--- src/rtl/soc_addr_decode.sv ---
// Address decoder and single-master to multi-slave request router with in-order response tracking.
// Optional SOC_DECODE_CRYPTO_LOCK_EN adds crypto_lock_i, which maps crypto slaves (1..10) to the error index.
module soc_addr_decode #(
    parameter int unsigned MaxOutstanding = 4
) (
    input  logic        clk_i,
    input  logic        rst_ni,
`ifdef SOC_DECODE_CRYPTO_LOCK_EN
    input  logic        crypto_lock_i,
`endif
    input  logic        req_i,
    output logic        gnt_o,
    input  logic [63:0] addr_i,
    input  logic        we_i,
    input  logic [63:0] wdata_i,
    input  logic [7:0]  be_i,
    output logic        rvalid_o,
    output logic [63:0] rdata_o,
    output logic        rerr_o,
    output logic        slv_req_o,
    input  logic        slv_gnt_i,
    output logic [4:0]  slv_idx_o,
    output logic [63:0] slv_addr_o,
    output logic        slv_we_o,
    output logic [63:0] slv_wdata_o,
    output logic [7:0]  slv_be_o,
    input  logic        slv_rvalid_i,
    input  logic [63:0] slv_rdata_i,
    input  logic        slv_rerr_i
);

    localparam logic [4:0] ErrIdx     = 5'd31;
    localparam int         NumRegions = 20;

    localparam logic [63:0] RegionBase [NumRegions] = '{
        64'h8000_0000, 64'h7000_0000, 64'h4100_0000, 64'h4200_0000, 64'h4300_0000,
        64'h5000_0000, 64'h6000_0000, 64'h4400_0000, 64'h4500_0000, 64'h4600_0000,
        64'h4700_0000, 64'h4000_0000, 64'h3000_0000, 64'h2000_0000, 64'h1800_0000,
        64'h1000_0000, 64'h0C00_0000, 64'h0200_0000, 64'h0001_0000, 64'h0000_0000
    };
    localparam logic [63:0] RegionLen [NumRegions] = '{
        64'h4000_0000, 64'h0001_0000, 64'h0001_0000, 64'h0000_1000, 64'h0001_0000,
        64'h0001_0000, 64'h0001_0000, 64'h0001_0000, 64'h0001_0000, 64'h0001_0000,
        64'h0001_0000, 64'h0000_1000, 64'h0001_0000, 64'h0080_0000, 64'h0000_1000,
        64'h0000_1000, 64'h03FF_FFFF, 64'h000C_0000, 64'h0001_0000, 64'h0000_1000
    };

    logic [4:0]  dec_idx;
    logic        req_valid;
    logic [4:0]  req_idx;
    logic [63:0] req_addr;
    logic        req_we;
    logic [63:0] req_wdata;
    logic [7:0]  req_be;
    logic [3:0]  cnt;
    logic [4:0]  cur_idx;
    logic        err_pend;
    logic        local_issue;
    logic        slv_issue;
    logic        issuing;
    logic        fwd_valid;
    logic        resp_fire;
    logic [4:0]  eff_cnt;
    logic [4:0]  eff_idx;
    logic        stall;
    logic        accept;

    always_comb begin
        dec_idx = ErrIdx;
        for (int i = 0; i < NumRegions; i++) begin
            if (addr_i >= RegionBase[i] && addr_i < RegionBase[i] + RegionLen[i]) begin
                dec_idx = 5'(i);
            end
        end
`ifdef SOC_DECODE_CRYPTO_LOCK_EN
        if (crypto_lock_i && dec_idx >= 5'd1 && dec_idx <= 5'd10) begin
            dec_idx = ErrIdx;
        end
`endif
    end

    assign local_issue = req_valid && (req_idx == ErrIdx);
    assign slv_issue   = req_valid && (req_idx != ErrIdx) && slv_gnt_i;
    assign issuing     = local_issue || slv_issue;

    assign fwd_valid   = slv_rvalid_i && (cnt != 4'd0) && (cur_idx != ErrIdx);
    assign resp_fire   = err_pend || fwd_valid;

    // A registered-but-unissued entry is already committed, so it counts toward the
    // outstanding limit and pins the target index; otherwise a new grant could slip past it.
    assign eff_cnt = {1'b0, cnt} + {4'd0, req_valid};
    assign eff_idx = req_valid ? req_idx : cur_idx;
    assign stall   = (eff_cnt == 5'(MaxOutstanding)) ||
                     ((eff_cnt != 5'd0) && (dec_idx != eff_idx));
    assign accept  = (!req_valid || issuing) && !stall;
    assign gnt_o   = req_i && accept && rst_ni;

    assign slv_req_o   = req_valid && (req_idx != ErrIdx);
    assign slv_idx_o   = req_idx;
    assign slv_addr_o  = req_addr;
    assign slv_we_o    = req_we;
    assign slv_wdata_o = req_wdata;
    assign slv_be_o    = req_be;

    assign rvalid_o = resp_fire;
    assign rerr_o   = err_pend || (fwd_valid && slv_rerr_i);
    assign rdata_o  = fwd_valid ? slv_rdata_i : 64'd0;

    always_ff @(posedge clk_i or negedge rst_ni) begin
        if (!rst_ni) begin
            req_valid <= 1'b0;
            req_idx   <= 5'd0;
            req_addr  <= 64'd0;
            req_we    <= 1'b0;
            req_wdata <= 64'd0;
            req_be    <= 8'd0;
        end else if (gnt_o) begin
            req_valid <= 1'b1;
            req_idx   <= dec_idx;
            req_addr  <= addr_i;
            req_we    <= we_i;
            req_wdata <= wdata_i;
            req_be    <= be_i;
        end else if (issuing) begin
            req_valid <= 1'b0;
        end
    end

    // Issue and response in the same cycle leave the count unchanged.
    always_ff @(posedge clk_i or negedge rst_ni) begin
        if (!rst_ni) begin
            cnt      <= 4'd0;
            cur_idx  <= 5'd0;
            err_pend <= 1'b0;
        end else begin
            err_pend <= local_issue;
            if (issuing) begin
                cur_idx <= req_idx;
            end
            if (issuing && !resp_fire) begin
                cnt <= cnt + 4'd1;
            end else if (!issuing && resp_fire) begin
                cnt <= cnt - 4'd1;
            end
        end
    end

endmodule

--- config.mk ---
export PLATFORM = sky130hd
export DESIGN_NAME = soc_addr_decode
export DESIGN_NICKNAME = d
export VERILOG_FILES = /design/src/rtl/soc_addr_decode.sv
export SDC_FILE = /design/constraint.sdc
export NUM_CORES = 1
export LEC_CHECK = 0
export BUFFER_PORTS_ARGS = -buffer_cell sky130_fd_sc_hd__buf_2
export CAP_MARGIN = 25
export CORE_AREA = 2 2 163 165
export DETAILED_ROUTE_END_ITERATION = 10
export DIE_AREA = 0 0 165 167
export PLACE_DENSITY = 0.63
export SLEW_MARGIN = 10
export SYNTH_ARGS = -nofsm -noshare
export SYNTH_HDL_FRONTEND = slang
export SYNTH_SLANG_ARGS = --single-unit
--- constraint.sdc ---
create_clock -name clk_i -period 4.5 [get_ports clk_i]
set_input_delay 0.225 -clock clk_i [delete_from_list [all_inputs] [get_ports clk_i]]
set_output_delay 0.225 -clock clk_i [all_outputs]
set_load 0.005 [all_outputs]
==> results of run 1 <==
[routing by layer]
| layer | up-vias | global-route usage, % |
|---|---|---|
| li1 | 2787 | - |
| met1 | 2876 | 18.67 |
| met2 | 289 | 30.78 |
| met3 | 31 | 5.006 |
| met4 | 0 | 5.784 |
| met5 | - | 0 |
[flip-flops by register name, indices dropped and copies added, names as in the netlist]
| name | flops |
|---|---|
| cnt | 4 |
| slv_addr_o | 64 |
| err_pend | 1 |
| req_valid | 1 |
| slv_we_o | 1 |
| slv_idx_o | 5 |
| slv_be_o | 8 |
| cur_idx | 5 |
| slv_wdata_o | 64 |
[final cells by class]
type / instances / area [um2]
inverters: 11 / 41.29
multi-input cells: 353 / 3014
clock inverters: 14 / 177.7
flip-flops and latches: 153 / 3829
clock buffers: 18 / 429.2
fillers: 2550 / 15590
well taps: 335 / 419.2
repair buffers: 433 / 2261
[cell usage after synthesis, types with 2 or more instances]
master / instances / share of area, %
mux2_1: 54 / 8.7
inv_1: 11 / 0.59
xnor2_1: 8 / 1.0
a21oi_1: 3 / 0.21
nor2b_1: 2 / 0.18
nor2_1: 9 / 0.48
o21ai_1: 3 / 0.21
nand4_1: 7 / 0.62
nand3_1: 8 / 0.57
nor4_1: 14 / 1.2
buf_6: 6 / 0.96
nand2b_1: 5 / 0.44
or4_1: 3 / 0.32
nand3b_1: 2 / 0.21
ha_1: 5 / 0.89
or2_2: 4 / 0.36
a2111oi_0: 3 / 0.37
nor3b_1: 2 / 0.21
mux2i_1: 9 / 1.3
and2_1: 65 / 5.8
nor3_1: 5 / 0.36
a21o_1: 3 / 0.32
buf_2: 8 / 0.57
and3_1: 4 / 0.36
dfrtp_1: 153 / 54
o21ai_0: 11 / 0.78
nand2_1: 15 / 0.80
mux2_2: 88 / 14
clkbuf_1: 12 / 0.64
o41ai_1: 2 / 0.25
[logic make-up (layout without fill, tap and decap cells)]
kind of cell    count (synthesis)  count (layout)
fa+ha+maj                       6               6
compound gates                 37              37
simple gates                  150             150
flops                         153             153
xor+xnor                        9               9
mux                           151             151
buf+inv                        38             476
[through the flow]
| stage | setup WS [ns] | power, uW | hold slack (ns) | util (%) | cell area, um2 |
|---|---|---|---|---|---|
| 2_1_floorplan | 1.382 | 3334 | -0.07059 | - | 7029 |
| 3_3_place_gp | 0.8106 | 4366 | 0.1390 | 36.81 | 9484 |
| 3_5_place_dp | 0.7710 | 4436 | 0.1357 | 36.81 | 9484 |
| 4_1_cts | 1.043 | 5983 | 0.0002683 | 39.48 | 10170 |
| 5_1_grt | 0.7614 | 6296 | 0.002568 | 39.48 | 10170 |
| 6_report | 0.9883 | 5878 | 0.02267 | 39.48 | 10170 |
[where the power goes]
part	internal, uW	switching, uW
combinational	1140	889
clock	846	655
sequential	2010	338
total	4000	1880
[worst min path at each step]
stage | startpoint | end | slack, ns | cells past startpoint
3_3_place_gp | rst_ni | slv_wdata_o[2] | 0.14 | 1
5_1_grt | wdata_i[20] | slv_wdata_o[20] | 0.003 | 2
4_1_cts | wdata_i[43] | slv_wdata_o[43] | 0.0003 | 2
2_1_floorplan | rst_ni | cnt[0] | -0.07 | 0
3_5_place_dp | rst_ni | slv_wdata_o[2] | 0.14 | 1
6_report | wdata_i[52] | slv_wdata_o[52] | 0.02 | 2
==> results.cfg, run 1 <==
[status]
status = finished, final reports clean

[critical_path]
crit_path_start = addr_i[12]
cp.arrival_ns = 3.29
cp_slowest_cell = or4_1
endpoint = gnt_o
critPathCaptureType = output pin
path_cells = buf_2, or4_1, nor3_2, o211ai_1, a2111oi_0, o21ai_1, nor3_1, o22ai_1, o31ai_4, buf_4, buf_2
required_ns = 4.28
r2r-end = cnt[3]
critPathKind = primary input to output pin
cpPeakStageDelay_ns = 0.63
crit_buf_inv = 3
regToRegSetupSlack_ns = 1.48
crit_path_start_kind = primary input
cpMostUsedCell = buf_2
cp_max_fo = 7
r2r_start = cnt[0]
worstRegToRegCells = 12
crit_family = compound AO/OA/AOI/OAI gates
path_depth = 11

[synth]
synthAdderAreaFrac_pct = 1.175
synth_area_um2 = 7029
yosysUniqueCellTypes = 50
synth-compound-area-share_pct = 3.738
synth_xor_area_share_pct = 1.121
yosysSeqAreaShare_pct = 54.47
ys.flop_type = dfrtp_1
synthArstFlopShare_pct = 100.0
synth_top_family_by_area = multiplexers
yosys.area_share.simple_pct = 12.60
ys_ff_latch = 153
syn_inst = 544
synthMuxAreaShare_pct = 24.03
synth_warnings = 0
syn_avg_cell_area_um2 = 12.92
synth-edff-count = 0
syn_nets = 757

[global_route]
track_usage_pct = 16.97
grt_pass1_wl_um = 35090
grt_max_degree = 68
grt-ovfl-total = 0
antenna_found_initial = 1
grt_pass1_vias = 6211

[cells_and_area]
drive_gt1_share_pct = 56.21
antenna_cells = 0
final_common_cell = buf_2
final_cell_mix = 415 x buf_2, 153 x dfrtp_1, 88 x mux2_2
finalNetCount = 1182
stdcell_count = 1317
syn2layout_area_growth_pct = 44.70

[power]
leakagePower_uw = 0.005163
p_per_area_nw_per_um2 = 578.0
ir_drop_mv = 0.2453

[timing]
drv_slew = 0
period_minus_slack_ns = 3.512
tns_ns = 0
rsz0062_at_grt = false
period_share_pct = 78.04
finalSetupViolations = 0
max_freq_mhz = 284.8
hold_viol = 0
fin_skew_ns = 0.01421
worstMarginPinSlew_ns = 0.8464
max_slew_margin_pct = 43.57

[placement]
gp_congestion = 0.8541
port_buffers = 416
dp_cells = 1277
post-dp-hpwl_um = 18870

[die]
fp.dieW_um = 165
fp.dieH_um = 167
io_pins = 417
fp.dieArea_um2 = 27560
core_area_um2 = 25760
initial_core_util_pct = 27.28
rows = 59

[clock_network]
clkLatencyLatePin_ns = 0.42
cts.path.max_buffers = 2
cts_htree_levels = 4
root_buffer = clkbuf_16
cts_tree = built
cts_hold_buf = 8
cts_resized = 0
clock_sinks = 153
numCtsBuffers = 17
cts.reportedPaths.clkPinSlew_ns = 0.07
cts_setup_buffers = 0

[routing]
wl_per_cell_um = 17.91
ant_nets = 0
highest_layer = met4
wirelength_um = 23580
firstDrtPassIters = 5
drtIter0Drc = 162
vias = 5983
viasPerCell = 4.543
remaining_drc_errors = 0
wl_met3_um = 1826
met2WireLength_um = 12240
wirelength_met1_um = 8873

[flow_run]
cap_viol_max_count = 0

[min_path]
hold_path.class = primary input to register
Power figures use the tool's default switching activity.
==> run 2, diff against run 1 <==
--- a/config.mk
+++ b/config.mk
@@ -5,12 +5,13 @@
 export SDC_FILE = /design/constraint.sdc
 export NUM_CORES = 1
 export LEC_CHECK = 0
+export ABC_AREA = 1
 export BUFFER_PORTS_ARGS = -buffer_cell sky130_fd_sc_hd__buf_2
 export CAP_MARGIN = 25
 export CORE_AREA = 2 2 163 165
 export DETAILED_ROUTE_END_ITERATION = 10
 export DIE_AREA = 0 0 165 167
-export PLACE_DENSITY = 0.63
+export PLACE_DENSITY = 0.67
 export SLEW_MARGIN = 10
 export SYNTH_ARGS = -nofsm -noshare
 export SYNTH_HDL_FRONTEND = slang
==> constraint.sdc (replaced) <==
create_clock -name clk_i -period 3.5 [get_ports clk_i]
set_input_delay 0.175 -clock clk_i [delete_from_list [all_inputs] [get_ports clk_i]]
set_output_delay 0.175 -clock clk_i [all_outputs]
set_load 0.005 [all_outputs]
==> run 2 against run 1 <==
Register-to-register slack worse by 0.91 ns. Die area unchanged. Clock skew down 0.0022 ns. Critical path type unchanged. Critical endpoint unchanged.
==> results.cfg, run 2 <==
[critical_path]
crit_path_start_kind = primary input
cpMostUsedCell = nand2_1
path_cells = dlygate4sd3_1, buf_2, nor2_2, nand2_1, nor2_1, nand2_1, nor2_4, buf_12, nand2_1, inv_2, nand2_1, nand2_1, nor2_1, nand4_1, nand2_1, nor2_1, nand3_1, nor2_1, nand2_1, nand2_4, nand2_8, inv_2, buf_2
cp.arrival_ns = 3.03
required_ns = 3.32
critPathCaptureType = output pin
cp_max_fo = 14
cpPeakStageDelay_ns = 0.53
cp_slowest_cell = dlygate4sd3_1
critPathKind = primary input to output pin

[power]
p_clk_share_pct = 24.2
combPwrFrac_pct = 38.5
seqPwrFrac_pct = 37.2
ir_drop_mv = 0.3318
p_int_uw = 5115
p_per_area_nw_per_um2 = 675.2
leakagePower_uw = 0.007165
switching_share_pct = 38.12
power_switching_uw = 3151

[placement]
gp_congestion = 0.9319
post-dp-hpwl_um = 23520
placed_area_um2 = 10640
port_buffers = 416

[cells_and_area]
syn2layout_area_growth_pct = 49.15
finalNetCount = 1849
final_cell_mix = 415 x buf_2, 393 x nand2_1, 175 x nand3_1
final_area_um2 = 12240
fillerInstances = 2544
drive_gt1_share_pct = 30.02
final_common_cell = buf_2

[synth]
synth-edff-count = 0
syn_inst = 1150
synth_area_um2 = 8207
yosysTopAreaCell = dfrtp_1
ys_top_cells_by_area = dfrtp_1 47%, nand2_1 18%, nand3_1 11%
synthArstFlopShare_pct = 100.0
yosysSeqAreaShare_pct = 46.65
ys.flop_type = dfrtp_1
synth_commonest_cells = 394 x nand2_1, 175 x nand3_1, 153 x dfrtp_1, 152 x nor2_1, 110 x inv_1
synth_most_common_cell = nand2_1
yosysUniqueCellTypes = 34
syn_avg_cell_area_um2 = 7.136
ys_ff_latch = 153
synth_top_area_share_pct = 46.65
syn_nets = 1363
synth_warnings = 0

[global_route]
grt_pass1_vias = 8922
grt_max_degree = 154
antenna_found_initial = 2
track_usage_pct = 22.74
grt-ovfl-total = 0
grt_pass1_wl_um = 49000

[routing]
remaining_drc_errors = 0
wirelength_met1_um = 13940
vias = 9420
wl_met3_um = 2045
drtIter0Drc = 874
firstDrtPassIters = 7
viasPerCell = 4.743
wl_per_cell_um = 16.14
highest_layer = met4
met2WireLength_um = 15330
wirelength_um = 32060
ant_nets = 0

[clock_network]
cts_tree = built
numCtsBuffers = 17
clkLatencyLatePin_ns = 0.42
cts.path.max_buffers = 2
root_buffer = clkbuf_16
cts_htree_levels = 4
cts.reportedPaths.clkPinSlew_ns = 0.06
clock_sinks = 153

[timing]
max_slew_margin_pct = 41.43
finalSetupViolations = 0
worstMarginPinSlew_ns = 0.8786
tns_ns = 0
drv_slew = 0
period_minus_slack_ns = 3.204
max_freq_mhz = 312.1
period_share_pct = 91.55
rsz0062_at_grt = false
hold_viol = 0
fin_skew_ns = 0.01201

[status]
status = finished, final reports clean

[die]
rows = 59
initial_core_util_pct = 31.85
fp.dieH_um = 167
fp.dieArea_um2 = 27560
fp.dieW_um = 165
core_area_um2 = 25760
io_pins = 417

[min_path]
hold_path.class = primary input to register

[flow_run]
cap_viol_max_count = 0
==> run 2: kinds of logic after synthesis <==
group | share of synthesized area (%)
buf+inv | 9.422
simple gates | 40.27
compound gates | 2.226
xor+xnor | 0.4270
fa+ha+maj | 1.006
flops | 46.65
==> run 2: timing repair <==
action | CTS | global route
gates resized for setup | 0 | 7
setup buffers | 0 | 1
hold endpoints to repair | 186 | 1
hold buffers | 88 | 1
setup endpoints to repair | 0 | 2
==> run 2: worst paths after layout <==
path	slack, ns	cells past startpoint	start	to
min	0.008	3	addr_i[55]	slv_addr_o[55]
min reg2reg	0.47	2	slv_wdata_o[45]	slv_wdata_o[45]
max reg2reg	0.57	13	slv_idx_o[2]	cnt[3]
min in group asynchronous	0.48	3	rst_ni	slv_addr_o[59]
max in group asynchronous	2.33	3	rst_ni	slv_wdata_o[63]
max	0.30	23	addr_i[62]	gnt_o
==> run 2: cell type report <==
class	instances	area, um2	area share (%)
flip-flops and latches	153	3829	31.28
clock buffers	19	442.9	3.619
well taps	335	419.2	3.424
repair buffers	525	3267	26.69
diodes	2	5.005	0.04089
clock inverters	13	181.4	1.482
inverters	119	446.7	3.649
multi-input cells	820	3650	29.82
==> run 2: metal layers <==
layer / GRT usage [%] / vias to the layer above
met3: 4.732 / 50
li1: - / 4588
met4: 7.032 / 0
met5: 0 / -
met1: 31.06 / 4431
met2: 36.09 / 351
==> run 2: worst max-delay path, delay by kind of cell <==
kind / cells / cell delay (ns)
buffers and inverters: 6 / 1.10
and+or+nand+nor: 17 / 1.75
==> run 2: power by group through the flow <==
stage          Clock [uW]  Combinational [uW]  Sequential [uW]
2_1_floorplan           0                1490             3110
3_3_place_gp            0                3030             3090
3_5_place_dp            0                3110             3090
4_1_cts              2050                3180             3070
5_1_grt              2120                3590             3190
6_report             2000                3180             3080
==> run 2: per-stage QoR <==
step	power (uW)	utilization [%]	worst slack, ns	cells	hold slack, ns
final	8265	47.51	0.2959	1986	0.008092
after detailed placement	6194	41.29	0.3410	1860	0.4075
after CTS	8303	47.13	0.08063	1980	0.0003270
after floorplan	4604	-	1.056	1150	-0.1206
after global placement	6116	41.29	0.2600	1860	0.4041
after global routing	8903	47.51	0.002227	1986	0.01269
